===== src/rtl/reset_sequencer.sv =====
// Reset sequencer: waits for a synchronised PLL lock, lets the clocks settle,
// then releases a bank of active-low resets one at a time with a fixed gap.
// Losing lock at any point after WAIT_LOCK drops every reset and counts the
// event; a soft request with lock held restarts from the settle delay.
module reset_sequencer #(
  parameter int NUM_OUT      = 4,
  parameter int SYNC_STAGES  = 2,
  parameter int DELAY_CYCLES = 100,
  parameter int STAGE_GAP    = 16
) (
  input  logic               clk,
  input  logic               reset_n,
  input  logic               pll_locked,
  input  logic               sw_rst_req,
  output logic [NUM_OUT-1:0] rst_out_n,
  output logic               ready,
  output logic [1:0]         state,
  output logic [7:0]         lock_lost_cnt
);

  // One shared counter serves both the settle delay and the stage gaps, so
  // it is sized for the larger of the two terminal values.
  localparam int MAX_CNT = (DELAY_CYCLES > STAGE_GAP) ? DELAY_CYCLES : STAGE_GAP;
  localparam int CNT_W   = (MAX_CNT > 1) ? $clog2(MAX_CNT) : 1;
  localparam int IDX_W   = (NUM_OUT > 1) ? $clog2(NUM_OUT) : 1;

  localparam logic [CNT_W-1:0] DELAY_LAST = CNT_W'(DELAY_CYCLES - 1);
  localparam logic [CNT_W-1:0] GAP_LAST   = CNT_W'(STAGE_GAP - 1);
  localparam logic [IDX_W-1:0] IDX_LAST   = IDX_W'(NUM_OUT - 1);
  localparam logic [IDX_W-1:0] IDX_FIRST  = IDX_W'(1);

  typedef enum logic [1:0] {
    WAIT_LOCK = 2'd0,
    DELAY     = 2'd1,
    RELEASE   = 2'd2,
    RUN       = 2'd3
  } state_t;

  state_t                 fsm_state;
  logic [CNT_W-1:0]       cnt;
  logic [IDX_W-1:0]       stage_idx;
  logic [SYNC_STAGES-1:0] sync_q;
  logic                   lock_s;

  assign lock_s = sync_q[SYNC_STAGES-1];
  assign state  = fsm_state;

  // Bring the asynchronous lock indication into the clk domain.
  always_ff @(posedge clk) begin
    if (!reset_n) begin
      sync_q <= '0;
    end else begin
      sync_q <= {sync_q[SYNC_STAGES-2:0], pll_locked};
    end
  end

  // Sequencing FSM: lock loss beats soft abort, which beats normal progress.
  always_ff @(posedge clk) begin
    if (!reset_n) begin
      fsm_state     <= WAIT_LOCK;
      cnt           <= '0;
      stage_idx     <= '0;
      rst_out_n     <= '0;
      ready         <= 1'b0;
      lock_lost_cnt <= 8'd0;
    end else if (fsm_state == WAIT_LOCK) begin
      if (lock_s) begin
        fsm_state <= DELAY;
        cnt       <= '0;
        stage_idx <= '0;
      end
    end else if (!lock_s) begin
      fsm_state <= WAIT_LOCK;
      cnt       <= '0;
      stage_idx <= '0;
      rst_out_n <= '0;
      ready     <= 1'b0;
      if (lock_lost_cnt != 8'hFF) begin
        lock_lost_cnt <= lock_lost_cnt + 8'd1;
      end
    end else if (sw_rst_req) begin
      fsm_state <= DELAY;
      cnt       <= '0;
      stage_idx <= '0;
      rst_out_n <= '0;
      ready     <= 1'b0;
    end else begin
      case (fsm_state)
        DELAY: begin
          if (cnt == DELAY_LAST) begin
            rst_out_n[0] <= 1'b1;
            cnt          <= '0;
            if (NUM_OUT == 1) begin
              fsm_state <= RUN;
              ready     <= 1'b1;
            end else begin
              fsm_state <= RELEASE;
              stage_idx <= IDX_FIRST;
            end
          end else begin
            cnt <= cnt + CNT_W'(1);
          end
        end
        RELEASE: begin
          if (cnt == GAP_LAST) begin
            rst_out_n[stage_idx] <= 1'b1;
            cnt                  <= '0;
            if (stage_idx == IDX_LAST) begin
              fsm_state <= RUN;
              ready     <= 1'b1;
            end else begin
              stage_idx <= stage_idx + IDX_W'(1);
            end
          end else begin
            cnt <= cnt + CNT_W'(1);
          end
        end
        default: begin
        end
      endcase
    end
  end

endmodule


===== config.mk =====
export PLATFORM = sky130hd
export DESIGN_NAME = reset_sequencer
export DESIGN_NICKNAME = d
export VERILOG_FILES = /design/src/rtl/reset_sequencer.sv
export SDC_FILE = /design/constraint.sdc
export NUM_CORES = 1
export LEC_CHECK = 0
export CORE_MARGIN = 2
export CORE_UTILIZATION = 35
export CTS_BUF_LIST = sky130_fd_sc_hd__clkbuf_8
export DETAILED_ROUTE_END_ITERATION = 6
export GPL_TIMING_DRIVEN = 0
export PLACE_DENSITY = 0.61
export SLEW_MARGIN = 30
export SYNTH_ARGS = -nofsm -noshare
export SYNTH_HDL_FRONTEND = slang
export SYNTH_SLANG_ARGS = --single-unit

===== constraint.sdc =====
create_clock -name clk -period 3 [get_ports clk]
set_input_delay 0.6 -clock clk [delete_from_list [all_inputs] [get_ports clk]]
set_output_delay 0.6 -clock clk [all_outputs]
set_load 0.02 [all_outputs]

==> impl_metrics.tcl <==
set metrics [dict create \
    setup_violations 0 \
    power_density_mw_per_mm2 688.9 \
    cp-start-kind "input port" \
    die-area_mm2 0.004332 \
    tightest_hold_check_type "flop to flop" \
    min-delay-start "sync_q[0]" \
    synthesis.area_mm2 0.001338 \
    synth.yosys.seq_area_share_pct 38.91 \
    synth-seq-cells 26 \
    setup.worst_path.start "sw_rst_req" \
    mappedNetlistNets 166 \
    globalRoute.totalOverflow 0 \
    grtUsageTotal_pct 14.23 \
    clock.fmax_ghz 0.4154 \
    place.detailed.instances 218 \
    synth_async_sr_flop_share_pct 0 \
    unique_cell_type_count_in_the_yosys_netlist 43 \
    cts_made_buffers 3 \
    maximum_net_fanout_on_the_critical_path 7 \
    clkTransAtPathRegs_ns 0.08 \
    max-clock-path-buffers 2 \
    cts_hold_buffers 0 \
    globalRoute.busiestLayer "met2" \
    worst_path_arrival_time_ns 2.57 \
    floorplan.die.height_um 65.82 \
    die_width_um 65.82 \
    post_cts_buffers 0 \
    timing.rr.start "state[0]" \
    finalNonFillerCells 221 \
    nets 188 \
    detail-route-antenna-nets 0 \
    detail_route.wl_per_cell_um 12.24 \
    syn-mean-instance-area_um2 8.742 \
    row_cnt 22 \
    grt_antenna_before_repair 0 \
    seqCellArea_um2 520.5 \
    grt_setup_unrepaired "no" \
    port_buffers 17 \
    cts.htree.levels 1 \
    postRouteWirelength_um 2706 \
    synth_flop_cell "sky130_fd_sc_hd__dfxtp_1" \
    groute.layer.met3.usage_pct 2.044 \
    finalClockSkew_ns 0.003577 \
    capturing_element_type_of_the_critical_path "flop" \
    remaining_drc_errors 0 \
    timing.setup.tns_ns 0 \
    clock_sink_count 26 \
    layout.filler_cells 377 \
    drt-vias-per-instance 5.059 \
    pin_count 19 \
    yosys.area.top_type "sky130_fd_sc_hd__dfxtp_1" \
    most_frequent_cells_after_synthesis "sky130_fd_sc_hd__dfxtp_1 (26), sky130_fd_sc_hd__nor2_1 (21), sky130_fd_sc_hd__nand2_1 (18)" \
    timing_worst_slew_pin_value_ns 0.7951 \
    period_needed_ns 2.408 \
    route.vias.total 1118 \
    worstPathRequired_ns 3.16 \
    yosys.area.top_type_share_pct 38.91 \
    drive_gt1_share_pct 5.202 \
    irDropWorstVdd_uv 230.8 \
    cts_repair_resize_count 0 \
    timing.max_cap.violations 0 \
    met1_usage_pct 18.57 \
    final_worst_path_cycle_share_pct 80.25 \
    grt_first_pass_wirelength_um 4816 \
    timing.setup.critical_path_class "input port to flop" \
    grt_start_max_net_pins 14 \
    antenna_cell_count 0 \
    final_hold_viol_count 0 \
    tritoncts "built" \
    multi_input_area_um2 763.2 \
    dr.first_iter.drc_count 55 \
    syn_inst 153 \
    cellLeakagePower_nw 0.5733 \
    run_status "finished, final reports clean" \
    timing.max_slew.rel_slack_pct 46.88 \
    detailedRoute.firstPassIterationCount 4 \
    max_slew_vio_count 0 \
    ctsRootBufferMaster "sky130_fd_sc_hd__clkbuf_8" \
    yosys.cell_count.top_type "sky130_fd_sc_hd__dfxtp_1" \
    grt_pass1_vias 1081 \
    synth.top_cells.by_area "sky130_fd_sc_hd__dfxtp_1 (39%), sky130_fd_sc_hd__ha_1 (8.4%), sky130_fd_sc_hd__nor2_1 (5.9%)" \
    initial_core_utilization_pct 36.53 \
    gp_congestion 0.8601 \
    placeableCoreArea_mm2 0.003661 \
    detailed_place_hpwl_um 2066 \
    clk-insertion-delay-late_ns 0.27 \
    area_growth_syn_to_layout_pct 20.30 \
    yosysWarningCount 0 \
    synth-edff-count 0 \
    grt_use_met2_pct 23.23 \
]
-- critical path: stages --
cell                              delay [ns]
sky130_fd_sc_hd__clkdlybuf4s50_1        0.45
sky130_fd_sc_hd__nor3b_1                0.69
sky130_fd_sc_hd__nand2_1                0.22
sky130_fd_sc_hd__o211ai_4               0.29
sky130_fd_sc_hd__nor2_1                 0.10
sky130_fd_sc_hd__o221a_1                0.23
-- registers in the layout, indices dropped and copies added (netlist names) --
register       flops
state              2
stage_idx          2
rst_out_n          4
cnt                7
ready              1
lock_lost_cnt      8
sync_q             2
-- cell usage in the layout, fill, tap and decap left out, types with 2 or more instances in the layout --
master	instances
sky130_fd_sc_hd__and3_1	3
sky130_fd_sc_hd__and2_1	2
sky130_fd_sc_hd__nand4_1	4
sky130_fd_sc_hd__ha_1	9
sky130_fd_sc_hd__clkbuf_8	3
sky130_fd_sc_hd__a22o_1	2
sky130_fd_sc_hd__nor2b_1	2
sky130_fd_sc_hd__dfxtp_1	26
sky130_fd_sc_hd__nor3_1	2
sky130_fd_sc_hd__a21oi_1	3
sky130_fd_sc_hd__clkdlybuf4s50_1	17
sky130_fd_sc_hd__nand2_1	18
sky130_fd_sc_hd__xor2_1	7
sky130_fd_sc_hd__nand2b_1	3
sky130_fd_sc_hd__nand3_1	5
sky130_fd_sc_hd__a211oi_1	2
sky130_fd_sc_hd__inv_1	7
sky130_fd_sc_hd__clkbuf_1	3
sky130_fd_sc_hd__o21ai_0	6
sky130_fd_sc_hd__nor2_1	21
sky130_fd_sc_hd__xnor2_1	4
-- cell type report --
cell class	count	area share [%]
multi-input combinational	115	47.43
buffer	5	1.711
clock buffer	3	2.566
tap	48	3.733
sequential	26	32.35
inverter	7	1.633
timing repair buffer	17	10.58
-- metal layers --
layer / vias to the layer above / routed length (um)
met5: - / 0
met1: 521 / 1315
met4: 0 / 33
met2: 22 / 1266
met3: 4 / 91
li1: 571 / -
-- kinds of logic after synthesis --
group                    synth area share, %
adder cells (fa/ha/maj)                8.419
AO/OA/AOI/OAI                          15.53
buffers and inverters                  4.022
multiplexers                          0.7484
XOR/XNOR                               7.203
AND/OR/NAND/NOR                        25.16
flip-flops                             38.91
-- power by group --
group / total (W) / switching [W] / internal, W
sequential: 0.000420 / 0.0000380 / 0.000382
combinational: 0.000492 / 0.000286 / 0.000206
clock: 0.000197 / 0.000107 / 0.0000900
total: 0.00111 / 0.000431 / 0.000678
-- stage by stage --
step	utilization [%]	hold WS [ns]	instance area (um2)	total power, W	worst slack (ns)
4_1_cts	43.95	0.4398	1609	0.001112	0.5755
6_report	43.95	0.4399	1609	0.001109	0.5924
5_1_grt	43.95	0.4736	1609	0.001185	0.4430
3_5_place_dp	42.82	0.4199	1568	0.0009194	0.2937
3_3_place_gp	42.82	0.4170	1568	0.0009073	0.3161
2_1_floorplan	-	0.4119	1338	0.0007774	0.7973
-- worst paths after layout --
kind / slack, ns / endpoint / cells after the start
max: 0.59 / state[1] / 6
min: 0.44 / sync_q[1] / 1
max reg2reg: 0.67 / state[1] / 7
min reg2reg: 0.44 / sync_q[1] / 1
Power figures use the tool's default switching activity.
